**config.mk**
```make
export PLATFORM = sky130hd
export DESIGN_NAME = dstream_uart_tx_flat
export DESIGN_NICKNAME = d
export VERILOG_FILES = /design/src/rtl/dstream_uart_pkg.sv /design/src/rtl/dstream.sv /design/src/rtl/uart_byte_tx.sv /design/src/rtl/dstream_uart_tx.sv /design/src/flat_wrapper.sv
export SDC_FILE = /design/constraint.sdc
export NUM_CORES = 1
export LEC_CHECK = 0
export ABC_AREA = 1
export CAP_MARGIN = 25
export CORE_MARGIN = 1
export CORE_UTILIZATION = 35
export DETAILED_ROUTE_END_ITERATION = 16
export SLEW_MARGIN = 20
export SYNTH_ARGS = -nofsm -noshare
export SYNTH_HDL_FRONTEND = slang
export SYNTH_HIERARCHICAL = 1
export SYNTH_SLANG_ARGS = --single-unit
```
**constraint.sdc**
```tcl
create_clock -name clk -period 5.55 [get_ports clk]
set_input_delay 1.11 -clock clk [delete_from_list [all_inputs] [get_ports clk]]
set_output_delay 1.11 -clock clk [all_outputs]
set_load 0.01 [all_outputs]
```
**src/rtl/dstream_uart_pkg.sv**
```systemverilog
// dstream_uart_pkg: shared FSM states and sizing helpers for the dstream UART transmitter.
package dstream_uart_pkg;
  typedef enum logic [1:0] {IDLE, START, DATA, STOP} state_e;
  function automatic int calc_cpb(input longint clk_hz, input longint baud);
    return int'((clk_hz + baud / 2) / baud);
  endfunction
  function automatic int nbytes(input int data_w);
    return (data_w + 7) / 8;
  endfunction
endpackage

```
**src/rtl/dstream.sv**
```systemverilog
// dstream: valid/ready sample stream; "in" is the sink view, "out" the source view.
interface dstream #(parameter int DATA_W = 16);
  logic              valid;
  logic              ready;
  logic [DATA_W-1:0] data;
  modport in  (input valid, input data, output ready);
  modport out (output valid, output data, input ready);
endinterface

```
**src/rtl/uart_byte_tx.sv**
```systemverilog
// uart_byte_tx: one 8N1 byte on a flopped tx line.
//   clk, rst_n : clock, async active-low reset
//   start_i    : load byte_i and begin a frame (honoured in IDLE or on the last stop-bit cycle)
//   byte_i     : byte to send, LSB first
//   tx_o       : serial line, idle high
//   done_o     : one-cycle pulse on the last cycle of the stop bit
module uart_byte_tx
  import dstream_uart_pkg::*;
#(
  parameter int CPB = 434
) (
  input  logic       clk,
  input  logic       rst_n,
  input  logic       start_i,
  input  logic [7:0] byte_i,
  output logic       tx_o,
  output logic       done_o
);
  localparam int TW = (CPB > 1) ? $clog2(CPB) : 1;
  state_e        state_q, state_d;
  logic [TW-1:0] tmr_q, tmr_d;
  logic [3:0]    bit_q, bit_d;
  logic [7:0]    sh_q, sh_d;
  logic          tx_q, tx_d, tick;
  always_comb begin
    tick    = tmr_q == TW'(CPB - 1);
    done_o  = state_q == STOP && tick;
    tmr_d   = (state_q == IDLE || tick) ? '0 : tmr_q + TW'(1);
    state_d = state_q;
    bit_d   = bit_q;
    sh_d    = sh_q;
    tx_d    = tx_q;
    unique case (state_q)
      IDLE: if (start_i) begin
        state_d = START;
        tx_d    = 1'b0;
        sh_d    = byte_i;
        bit_d   = 4'd0;
      end
      START: if (tick) begin
        state_d = DATA;
        tx_d    = sh_q[0];
        bit_d   = 4'd1;
      end
      // sh_q[0] is the bit on the line; shift as each data bit retires
      DATA: if (tick) begin
        if (bit_q == 4'd8) begin
          state_d = STOP;
          tx_d    = 1'b1;
          bit_d   = 4'd9;
        end else begin
          tx_d  = sh_q[1];
          sh_d  = sh_q >> 1;
          bit_d = bit_q + 4'd1;
        end
      end
      STOP: if (tick) begin
        state_d = start_i ? START : IDLE;
        tx_d    = !start_i;
        sh_d    = start_i ? byte_i : sh_q;
        bit_d   = 4'd0;
      end
    endcase
  end
  always_ff @(posedge clk or negedge rst_n) begin
    if (!rst_n) begin
      state_q <= IDLE;
      tmr_q   <= '0;
      bit_q   <= '0;
      sh_q    <= '0;
      tx_q    <= 1'b1;
    end else begin
      state_q <= state_d;
      tmr_q   <= tmr_d;
      bit_q   <= bit_d;
      sh_q    <= sh_d;
      tx_q    <= tx_d;
    end
  end
  assign tx_o = tx_q;
endmodule

```
**src/rtl/dstream_uart_tx.sv**
```systemverilog
// dstream_uart_tx: dstream sink that sends each sample as MSB-first 8N1 bytes.
//   clk, rst_n : clock, async active-low reset
//   in         : dstream sink (valid/data in, registered ready out)
//   tx         : UART line, idle high
//   busy       : high while a sample is being transmitted
module dstream_uart_tx
  import dstream_uart_pkg::*;
#(
  parameter int DATA_W = 16,
  parameter int CLK_HZ = 50_000_000,
  parameter int BAUD   = 115_200
) (
  input  logic clk,
  input  logic rst_n,
  dstream.in   in,
  output logic tx,
  output logic busy
);
  localparam int CPB    = calc_cpb(CLK_HZ, BAUD);
  localparam int NBYTES = nbytes(DATA_W);
  localparam int SW     = NBYTES * 8;
  localparam int IW     = (NBYTES > 1) ? $clog2(NBYTES) : 1;
  if (CPB < 2) begin : g_cpb_chk
    $error("dstream_uart_tx: clocks per bit must be at least 2");
  end
  if (DATA_W < 1) begin : g_w_chk
    $error("dstream_uart_tx: DATA_W must be at least 1");
  end
  logic          ready_q, ready_d, busy_q, busy_d;
  logic [IW-1:0] idx_q, idx_d;
  logic [SW-1:0] sh_q, sh_d, ext;
  logic          fire, last, done, start;
  logic [7:0]    byte_w;
  always_comb begin
    ext              = '0;
    ext[DATA_W-1:0]  = in.data;
    fire             = in.valid && ready_q;
    last             = idx_q == IW'(NBYTES - 1);
    // the next byte starts on the same edge the previous stop bit ends
    start            = fire || (done && !last);
    byte_w           = fire ? ext[SW-1 -: 8] : sh_q[SW-1 -: 8];
    sh_d             = start ? (fire ? ext : sh_q) << 8 : sh_q;
    idx_d            = fire ? '0 : (done && !last) ? idx_q + IW'(1) : idx_q;
    // after reset ready rises on the first edge since nothing can fire yet
    ready_d          = busy_q ? done && last : !fire;
    busy_d           = busy_q ? !(done && last) : fire;
  end
  always_ff @(posedge clk or negedge rst_n) begin
    if (!rst_n) begin
      ready_q <= 1'b0;
      busy_q  <= 1'b0;
      idx_q   <= '0;
      sh_q    <= '0;
    end else begin
      ready_q <= ready_d;
      busy_q  <= busy_d;
      idx_q   <= idx_d;
      sh_q    <= sh_d;
    end
  end
  uart_byte_tx #(.CPB(CPB)) u_byte (
    .clk    (clk),
    .rst_n  (rst_n),
    .start_i(start),
    .byte_i (byte_w),
    .tx_o   (tx),
    .done_o (done)
  );
  assign in.ready = ready_q;
  assign busy     = busy_q;
endmodule

```
**src/flat_wrapper.sv**
```systemverilog
// flat-port wrapper written by rule: the top's interface ports become plain ports
module dstream_uart_tx_flat import dstream_uart_pkg::*;
#(
  parameter int DATA_W = 16,
  parameter int CLK_HZ = 50_000_000,
  parameter int BAUD   = 115_200
)
  (clk, rst_n, tx, busy, in_valid, in_data, in_ready);
  dstream #(.DATA_W(DATA_W)) in_i ();
  input  logic clk;
  input  logic rst_n;
  output logic tx;
  output logic busy;
  input wire logic [$bits(in_i.valid)-1:0] in_valid;
  input wire logic [$bits(in_i.data)-1:0] in_data;
  output wire logic [$bits(in_i.ready)-1:0] in_ready;
  assign in_i.valid = in_valid;
  assign in_i.data = in_data;
  assign in_ready = in_i.ready;
  dstream_uart_tx #(.DATA_W(DATA_W), .CLK_HZ(CLK_HZ), .BAUD(BAUD)) u_core (.clk(clk), .rst_n(rst_n), .in(in_i), .tx(tx), .busy(busy));
endmodule
```
-- Yosys cells after proc, flatten, opt, wreduce, memory -nomap -nowiden
Cells that the tools add are included.
- mux-type cells: 31
- reductions and logical operators: 16
- equal/unequal tests: 11
- add/subtract/negate cells: 3
- operators by type and width (cell ; number):
    8-bit two-way mux ; 6
    8-bit one-hot mux with 3 select lines ; 1
    4-bit two-way mux ; 5
    4-bit one-hot mux with 4 select lines ; 1
    2-bit inequality test, second input constant ; 6
    1-bit two-way mux ; 10
    2-bit two-way mux ; 5
    9-bit by 1-bit adder with 9-bit output, second input constant ; 1
    9-bit == test, second input constant ; 1
    9-bit two-way mux ; 1
    2-bit one-hot mux with 4 select lines ; 1
    4-bit AND reduction ; 2
    5-bit AND reduction ; 1
    4-bit by 1-bit adder with 4-bit output, second input constant ; 1
    2-bit == test, second input constant ; 2
    4-bit == test, second input constant ; 1
    1-bit logical AND ; 4
    1-bit logical NOT ; 4
    1-bit one-hot mux with 4 select lines ; 1
    3-bit nonzero test ; 1
    2-bit by 1-bit == test with 1-bit output, second input constant ; 1
    2-bit logical NOT ; 1
    1-bit logical OR ; 2
    2-bit nonzero test ; 1
    1-bit adder, second input constant ; 1
- output and inout bits: 3
- flip-flop bits (word level): 35

-- Longest topological paths before layout
Gate-level depths: netlist of run 1.
- word-level depth: 7
- depth in mapped cells: 13
- mapped depth without buffers: 13

-- Cells and area by module
Netlist of run 1, hierarchy kept.
- modules (own cells, without submodules) (module ; sequential area each (um^2) ; area each (um^2) ; instances ; cells an instance):
    uart_byte_tx ; 601.8 ; 1425.1 ; 1 ; 190
    dstream_uart_tx ; 275.3 ; 554.3 ; 1 ; 73

-- Worst setup path after synthesis of run 1
No wires, ideal clock.
- path type: input-to-reg
- from: in in_valid
- to: reg u_core.u_byte.bit_q[2]
- buffers on the path: 1
- data required time: 5.422 ns
- setup time: 0.128 ns
- stages on the path: 6
- path slack: 3.422 ns
- arrival: 2.000 ns
- path through: nand2_4 buf_4 nand2_1 or2_2 nand2_2 o21ai_0
- cells in the longest elaborated chain, start to end: 4
- ends and longest elaborated chain (item ; line ; source):
    start: declaration ; flat_wrapper.sv:14 ; input wire logic [$bits(in_i.valid)-1:0] in_valid;
    1-bit logical AND ; dstream_uart_tx.sv:37 ; fire = in.valid && ready_q;
    1-bit logical OR ; dstream_uart_tx.sv:40 ; start = fire || (done && !last);
    named net u_core.start ; dstream_uart_tx.sv:32 ; logic fire, last, done, start;
    2-bit inequality test (no line) ; -- ;
    4-bit AND reduction (no line) ; -- ;
    end signal: assignment ; uart_byte_tx.sv:75 ; bit_q <= bit_d;
    end: declaration ; uart_byte_tx.sv:22 ; logic [3:0] bit_q, bit_d;
The timed path passes the listed nets, and every way through them passes these cells.
A chain may end at the register's enable or synchronous reset.

-- Worst setup path after layout of run 1
- from: reg u_core.u_byte.tx_q (netlist: u_core/u_byte/tx_o)
- to: out tx
- RTL lines (item ; line ; source):
    start: declaration ; uart_byte_tx.sv:24 ; logic tx_q, tx_d, tick;
    start signal: assignment ; uart_byte_tx.sv:77 ; tx_q <= tx_d;
    end: declaration ; flat_wrapper.sv:12 ; output logic tx;
No word-level cell between the ends.

==> results of run 1 <==
layout by cell type (no fill, tap or decap), types with 2 or more instances in the layout:
master and count:
nor2_1 18, xnor2_1 2, or2_2 2, ha_1 10
nor3b_1 2, nand2_1 104, nor3_1 2, inv_1 25
clkinvlp_4 2, nand2_4 2, clkdlybuf4s50_1 21, a21oi_1 3
nand3_1 28, nand2_2 6, o21ai_0 14, dfrtp_1 34
clkbuf_8 5
logic make-up (layout without fill, tap and decap cells):
group,after synthesis,count (layout)
adders and majority gates,10,10
xor gates and xnor gates,3,3
AOI/OAI and AO/OA,19,19
DFF,35,35
buffers and inverters,30,56
and+or+nand+nor,166,166
area by class of cell:
cell class                 instances  area share
tap                               72      0.0384
clock inverter                     3     0.00854
timing repair buffer              22      0.0928
sequential                        35       0.374
inverter                          26      0.0438
multi-input combinational        198       0.413
clock buffer                       5      0.0293
power groups by stage:
| stage | clock [µW] | combinational, µW | sequential [µW] |
|---|---|---|---|
| 4_1_cts | 195 | 258 | 318 |
| 5_1_grt | 202 | 293 | 323 |
| 6_report | 186 | 254 | 319 |
| 3_3_place_gp | 0 | 252 | 322 |
| 3_5_place_dp | 0 | 256 | 323 |
| 2_1_floorplan | 0 | 187 | 316 |
how the worst max path moves through the flow:
stage | end | slack [ns] | depth (start not counted)
final | tx | 3.10 | 1
after global routing | tx | 3.07 | 1
after CTS | tx | 3.09 | 1
after detailed placement | u_core/u_byte/bit_q[2] | 2.91 | 6
after global placement | u_core/u_byte/bit_q[3] | 2.94 | 6
after floorplan | u_core/u_byte/bit_q[2] | 3.42 | 6
registers in the layout (all words and copies together) (netlist names):
register	flops
u_core/busy	1
u_core/idx_q	1
u_core/in.ready	1
u_core/sh_q	8
u_core/u_byte/bit_q	4
u_core/u_byte/sh_q	8
u_core/u_byte/state_q	2
u_core/u_byte/tmr_q	9
u_core/u_byte/tx_o	1
routing by layer:
layer  GRT usage  part of all wire
met1       0.180              0.49
met2       0.247              0.47
met3      0.0357             0.035
met4      0.0509            0.0080
met5           0                 0
stage by stage:
step / total power, µW / utilization
2_1_floorplan: 504 / -
3_3_place_gp: 575 / 0.412
3_5_place_dp: 579 / 0.412
4_1_cts: 771 / 0.428
5_1_grt: 819 / 0.428
6_report: 759 / 0.428
==> impl_metrics.tcl, run 1 <==
set metrics [dict create \
    p_comb_frac 0.335 \
    clock_skew_ns 0.00460 \
    synth-xor-area-share 0.0133 \
    async_flop_share 1.00 \
    synth-compound-area-share 0.0550 \
    io_buffers 21 \
    cp_top_family "flip-flops" \
    r2r-end "u_core/u_byte/sh_q[5]" \
    path_class "flip-flop to output port" \
    power_switching_uw 292 \
    first_pass_iters 4 \
    antennaDiodeCount 0 \
    die_h_um 77.2 \
    synth_top_family_by_area "simple AND/OR/NAND/NOR gates" \
    clkPwrFrac 0.245 \
    status "complete, no violations" \
    placed_cell_area_um2 2260 \
    ys_ff_latch 35 \
    drc 0 \
    place_congestion 0.827 \
    syn_inst 263 \
    intPower_uw 467 \
    numCtsBuffers 5 \
    dp_hpwl_um 2800 \
    crit_arrival_ns 1.34 \
    holdWs_ns 0.474 \
    routed-via-count 1651 \
    finalSetupViolations 0 \
    final_area_um2 2340 \
    overflow 0 \
    num_io_pins 22 \
    cts_sinks 35 \
    ys.flop_type "dfrtp_1" \
    min_path_cells 2 \
    min_to "u_core/u_byte/sh_q[6]" \
    drtIter0Drc 79 \
    drive_gt1_frac 0.0796 \
    tns_ns 0 \
    vias_per_cell 4.57 \
    endpoint_kind "output port" \
    min_from "u_core/u_byte/sh_q[6]" \
    timing.final.crit_period_ns 2.45 \
    relSlewSlack 0.702 \
    p_leak_uw 0.00121 \
    yosysMostFrequentCell "nand2_1" \
    synth_area_leaders "dfrtp_1 (43%), nand2_1 (20%), nand3_1 (7.1%)" \
    ys_seq_area_frac 0.443 \
    wire_per_inst_um 11.0 \
    wirelength_um 3980 \
    multiInputGateArea_um2 968 \
    netlist_top_cells_count "nand2_1 (104), dfrtp_1 (34), nand3_1 (28)" \
    start_util 0.362 \
    stdcell_count 361 \
    synthSimpleGateAreaFrac 0.358 \
    path_max_fanout 2 \
    fin_ws_ns 3.10 \
    synth_enable_flop_cells 0 \
    path_cells "clkdlybuf4s50_1" \
    synthAdderAreaFrac 0.0632 \
    synth_cell_types 25 \
    antenna_found_initial 0 \
    power_density_nw_per_um2 324 \
    rows 27 \
    maxSlewViolCount 0 \
    pre_cts_ws_ns 2.91 \
    synth_top_cell_by_area "dfrtp_1" \
    detail-route-antenna-nets 0 \
    critPathBufInv 1 \
    ir_worst_vdd_mv 0.150 \
    fin_nets 317 \
    post_cts_buffers 0 \
    hold_violations 0 \
    dp.cells 353 \
    crit_required_ns 4.44 \
    synthMuxAreaShare 0 \
    cts_resized 0 \
    ys_warn_count 6 \
    cp_slowest_cell "dfstp_2" \
    synth_area_um2 1980 \
    seqPwrFrac 0.420 \
    globalRouteTotalUtil 0.146 \
    path_clk_slew_ns 0.07 \
    cp-startpoint "u_core/u_byte/tx_o" \
    fmax_mhz 408 \
    cts_max_path_buffers 2 \
    syn_area_per_cell_um2 7.53 \
    cts_max_level 2 \
    cts_tree "built" \
    synth_top_area_frac 0.430 \
    worst_slew_pin_slew_ns 0.446 \
    grt_pass1_wl_um 6910 \
    die_area_um2 5960 \
    die_w_um 77.2 \
    maxCapViolCount 0 \
    clock_latency_ns 0.29 \
    core_um2 5470 \
    swShare 0.385 \
    grt_pass1_vias 1581 \
    syn_nets 292 \
    worstHoldPathType "flip-flop to flip-flop" \
    ff_latch_area_um2 877 \
    r2r_cells 13 \
    grt_start_max_net_pins 36 \
    cts_root_buf "clkbuf_8" \
    start_kind "flip-flop" \
    critPathMaxStageDelay_ns 0.53 \
    cts.hold.buffers_added 0 \
    grt_setup_unrepaired "false" \
    fillers 579 \
    r2r_start "u_core/u_byte/tmr_q[1]" \
    syn2layout_area_growth_pct 18.5 \
    reg2reg_slack_ns 3.36 \
    post-route-period-util 0.441 \
]
No activity file was read; power rests on OpenSTA's default activity.
==> run 2, diff against run 1 <==
==> constraint.sdc (replaced) <==
create_clock -name clk -period 2.4 [get_ports clk]
set_input_delay 0.48 -clock clk [delete_from_list [all_inputs] [get_ports clk]]
set_output_delay 0.48 -clock clk [all_outputs]
set_load 0.01 [all_outputs]
==> impl_metrics.tcl, run 2 (synthesis gave the netlist of run 1 again) <==
set metrics [dict create \
    status "complete, no violations" \
    post_cts_buffers 0 \
    syn2layout_area_growth_pct 18.8 \
    die_h_um 77.2 \
    cts_resized 0 \
    fillers 590 \
    drive_gt1_frac 0.0790 \
    power_density_nw_per_um2 752 \
    detail-route-antenna-nets 0 \
    path_class "flip-flop to flip-flop" \
    path_clk_slew_ns 0.07 \
    first_pass_iters 4 \
    cts_max_level 2 \
    crit_arrival_ns 2.27 \
    maxCapViolCount 0 \
    rows 27 \
    grt_pass1_wl_um 7250 \
    antennaDiodeCount 0 \
    relSlewSlack 0.704 \
    overflow 0 \
    grt_setup_unrepaired "false" \
    cts_sinks 35 \
    path_max_fanout 9 \
    crit_required_ns 2.59 \
    ir_worst_vdd_mv 0.337 \
    endpoint_kind "flip-flop" \
    clock_latency_ns 0.29 \
    die_w_um 77.2 \
    final_cell_mix "nand2_1 (104), dfrtp_1 (34), nand3_1 (28), inv_1 (25), clkdlybuf4s50_1 (21)" \
    post-route-util 0.430 \
    wirelength_um 4000 \
    cts_tree "built" \
    largest_reg_flops 9 \
    tns_ns 0 \
    r2r_start "u_core/u_byte/tmr_q[1]" \
    p_leak_uw 0.00122 \
    start_util 0.362 \
    finalSetupViolations 0 \
    start_kind "flip-flop" \
    reg_top3 "u_core/u_byte/tmr_q x9, u_core/sh_q x8, u_core/u_byte/sh_q x8" \
    post-route-period-util 0.870 \
    drc 0 \
    worstHoldPathType "flip-flop to flip-flop" \
    cts.hold.buffers_added 0 \
    fmax_mhz 479 \
    fin_nets 319 \
    routed-via-count 1642 \
    dp_hpwl_um 2850 \
    clock_skew_ns 0.00473 \
    regMostFlops "u_core/u_byte/tmr_q" \
    wire_per_inst_um 11.0 \
    grt_pass1_vias 1594 \
    cts_root_buf "clkbuf_8" \
    numCtsBuffers 5 \
    die_area_um2 5960 \
    timing.final.crit_period_ns 2.09 \
    vias_per_cell 4.52 \
    num_io_pins 22 \
    layout_commonest_cell "nand2_1" \
    globalRouteTotalUtil 0.155 \
    antenna_found_initial 0 \
    min_from "u_core/u_byte/sh_q[3]" \
    worst_slew_pin_slew_ns 0.445 \
    place_congestion 0.826 \
    cp-startpoint "u_core/u_byte/tmr_q[1]" \
    cts_max_path_buffers 2 \
    grt_start_max_net_pins 36 \
    drtIter0Drc 122 \
    io_buffers 21 \
    core_um2 5470 \
    maxSlewViolCount 0 \
    hold_violations 0 \
]
-- run 2: final cells by class --
type	instances	area, µm²	area share
clock inverter	1	5.00	0.00213
sequential	35	877	0.373
multi-input combinational	198	968	0.412
clock buffer	7	76.3	0.0324
tap	72	90.1	0.0383
timing repair buffer	24	233	0.0989
inverter	26	103	0.0436
-- run 2: routing by layer --
layer  wire length [µm]  vias up  global-route usage  part of all wire
li1                   -      876                   -                 -
met1               2000      730               0.205              0.50
met2               1800       29               0.239              0.45
met3                124        7              0.0357             0.031
met4                 73        0              0.0679             0.018
met5                  0        -                   0                 0
-- run 2: power breakdown --
part	total (µW)	switching [µW]	internal, µW
registers	738	73.4	664
logic	611	381	230
clock network	419	216	204
-- run 2: critical path, cell delays in order (launching register included) --
cell     delay (ns)
dfrtp_1        0.39
inv_1          0.06
ha_1           0.15
nand2_2        0.06
nor2_2         0.12
nand2_2        0.10
nor2_1         0.24
nand2_2        0.18
nand2_1        0.16
nand2_1        0.08
nand2_2        0.20
nand2_4        0.12
nand2_1        0.08
nand2_1        0.05
-- run 2: path summary, 6_finish.rpt --
kind / to / slack [ns] / cells after the start
min: u_core/u_byte/sh_q[3] / 0.48 / 2
max: u_core/u_byte/sh_q[4] / 0.31 / 13
max in group asynchronous: u_core/u_byte/tx_o / 1.46 / 2
max reg2reg: u_core/u_byte/sh_q[4] / 0.31 / 13
min reg2reg: u_core/u_byte/sh_q[3] / 0.48 / 2
min in group asynchronous: u_core/idx_q / 0.60 / 2
-- run 2: metrics by stage --
step	hold WS [ns]	instances	cell area [µm²]	power, µW	worst slack (ns)
floorplan	0.184	263	1980	1160	0.607
CTS	0.482	363	2350	1800	0.295
global placement	0.458	355	2270	1350	0.319
detailed placement	0.463	355	2270	1360	0.302
finish	0.478	363	2350	1770	0.312
global route	0.501	363	2350	1920	0.0163
==> run 3, diff against run 2 <==
--- a/config.mk
+++ b/config.mk
@@ -7,10 +7,13 @@
 export LEC_CHECK = 0
 export ABC_AREA = 1
 export CAP_MARGIN = 25
+export CELL_PAD_IN_SITES_DETAIL_PLACEMENT = 0
+export CELL_PAD_IN_SITES_GLOBAL_PLACEMENT = 1
 export CORE_MARGIN = 1
 export CORE_UTILIZATION = 35
 export DETAILED_ROUTE_END_ITERATION = 16
-export SLEW_MARGIN = 20
+export PLACE_DENSITY_LB_ADDON = 0.1
+export SLEW_MARGIN = 15
 export SYNTH_ARGS = -nofsm -noshare
 export SYNTH_HDL_FRONTEND = slang
 export SYNTH_HIERARCHICAL = 1
==> impl_metrics.tcl, run 3 (synthesis gave the netlist of run 1 again) <==
set metrics [dict create \
    status "complete, no violations" \
    r2r_start "u_core/u_byte/tmr_q[1]" \
    r2r_cells 13 \
    rows 27 \
    r2r-end "u_core/u_byte/sh_q[4]" \
    core_um2 5470 \
    clock_latency_ns 0.29 \
    numCtsBuffers 5 \
    globalRouteTotalUtil 0.164 \
    first_pass_iters 4 \
    overflow 0 \
    cts_sinks 35 \
    crit_arrival_ns 2.29 \
    maxSlewViolCount 0 \
    layout_commonest_cell "nand2_1" \
    die_w_um 77.2 \
    routed-via-count 1627 \
    dp_hpwl_um 2970 \
    die_area_um2 5960 \
    start_util 0.362 \
    timing.final.crit_period_ns 2.12 \
    path_class "flip-flop to flip-flop" \
    path_clk_slew_ns 0.07 \
    grt_pass1_vias 1692 \
    p_total_uw 1770 \
    drtIter0Drc 67 \
    cts_resized 0 \
    wirelength_um 4220 \
    fin_nets 317 \
    post-route-period-util 0.883 \
    final_cell_mix "nand2_1 (104), dfrtp_1 (34), nand3_1 (28), inv_1 (25), clkdlybuf4s50_1 (20)" \
    tns_ns 0 \
    syn2layout_area_growth_pct 18.1 \
    grt_pass1_wl_um 7670 \
    grt_setup_unrepaired "false" \
    holdWs_ns 0.276 \
    cts_root_buf "clkbuf_8" \
    wire_per_inst_um 11.7 \
    die_h_um 77.2 \
    finalSetupViolations 0 \
    worst_slew_pin_slew_ns 0.801 \
    crit_required_ns 2.57 \
    cts_tree "built" \
    worstHoldPathType "primary input to asynchronous set/reset pin" \
    vias_per_cell 4.52 \
    num_io_pins 22 \
    fillers 602 \
    drive_gt1_frac 0.0799 \
    drc 0 \
    detail-route-antenna-nets 0 \
    path_max_fanout 9 \
    clock_skew_ns 0.00727 \
    hold_violations 0 \
    maxCapViolCount 0 \
    cts_max_path_buffers 2 \
    fmax_mhz 472 \
    antenna_found_initial 0 \
    largest_reg_flops 9 \
    place_congestion 0.772 \
    p_leak_uw 0.00121 \
    start_kind "flip-flop" \
    post_cts_buffers 0 \
    relSlewSlack 0.466 \
    endpoint_kind "flip-flop" \
    power_density_nw_per_um2 758 \
    reg_top3 "u_core/u_byte/tmr_q x9, u_core/sh_q x8, u_core/u_byte/sh_q x8" \
    cts_max_level 2 \
    reg2reg_slack_ns 0.28 \
    antennaDiodeCount 0 \
    io_buffers 21 \
    cts.hold.buffers_added 0 \
    regMostFlops "u_core/u_byte/tmr_q" \
    grt_start_max_net_pins 36 \
    ir_worst_vdd_mv 0.262 \
]
## run 3: cell count changes in the layout (fill, tap and decap cells not counted)
cell and change:
buf_4 -2, clkbuf_8 +1, clkbuf_1 -2, buf_2 +1, clkdlybuf4s50_1 -1
## run 3: cell type report
class | instances | area [µm²] | share of cell area
clock inverters | 1 | 5.00 | 0.00214
well taps | 72 | 90.1 | 0.0385
clock buffers | 6 | 82.6 | 0.0353
multi-input cells | 198 | 968 | 0.414
flip-flops and latches | 35 | 877 | 0.375
repair buffers | 22 | 213 | 0.0910
inverters | 26 | 103 | 0.0439
## run 3: stage by stage
| stage | util | std cells | worst slack [ns] | instance area, µm² |
|---|---|---|---|---|
| final | 0.427 | 360 | 0.280 | 2340 |
| after global routing | 0.427 | 360 | 0.0259 | 2340 |
| after CTS | 0.427 | 360 | 0.234 | 2340 |
| after detailed placement | 0.411 | 353 | 0.252 | 2250 |
| after global placement | 0.411 | 353 | 0.276 | 2250 |
| after floorplan | - | 263 | 0.607 | 1980 |
## run 3: worst max-delay path, stage by stage (launching register included)
cell     delay (ns)
dfrtp_1        0.40
inv_1          0.06
ha_1           0.14
nand2_2        0.06
nor2_2         0.11
nand2_2        0.10
nor2_1         0.24
nand2_2        0.19
nand2_1        0.16
nand2_1        0.08
nand2_2        0.21
nand2_4        0.12
nand2_1        0.08
nand2_1        0.05
## run 3: metal layers
layer  track usage  part of all wire
met1         0.207              0.49
met2         0.274              0.47
met3        0.0393             0.029
met4        0.0509             0.014
met5             0                 0
## run 3: worst max path at each step
stage / from / endpoint / slack [ns] / cells after the start
global route: u_core/u_byte/tmr_q[1] / u_core/u_byte/sh_q[0] / 0.03 / 13
CTS: u_core/u_byte/tmr_q[1] / u_core/u_byte/sh_q[7] / 0.23 / 13
detailed placement: u_core/u_byte/tmr_q[1] / u_core/u_byte/sh_q[4] / 0.25 / 13
floorplan: u_core/u_byte/tmr_q[1] / u_core/u_byte/sh_q[0] / 0.61 / 13
finish: u_core/u_byte/tmr_q[1] / u_core/u_byte/sh_q[4] / 0.28 / 13
global placement: u_core/u_byte/tmr_q[1] / u_core/u_byte/sh_q[6] / 0.28 / 13
## run 3: where the power goes
part / switching, µW / total, µW / internal [µW]
Clock: 214 / 440 / 225
Sequential: 69.0 / 733 / 664
Combinational: 382 / 600 / 218
Total: 666 / 1770 / 1110
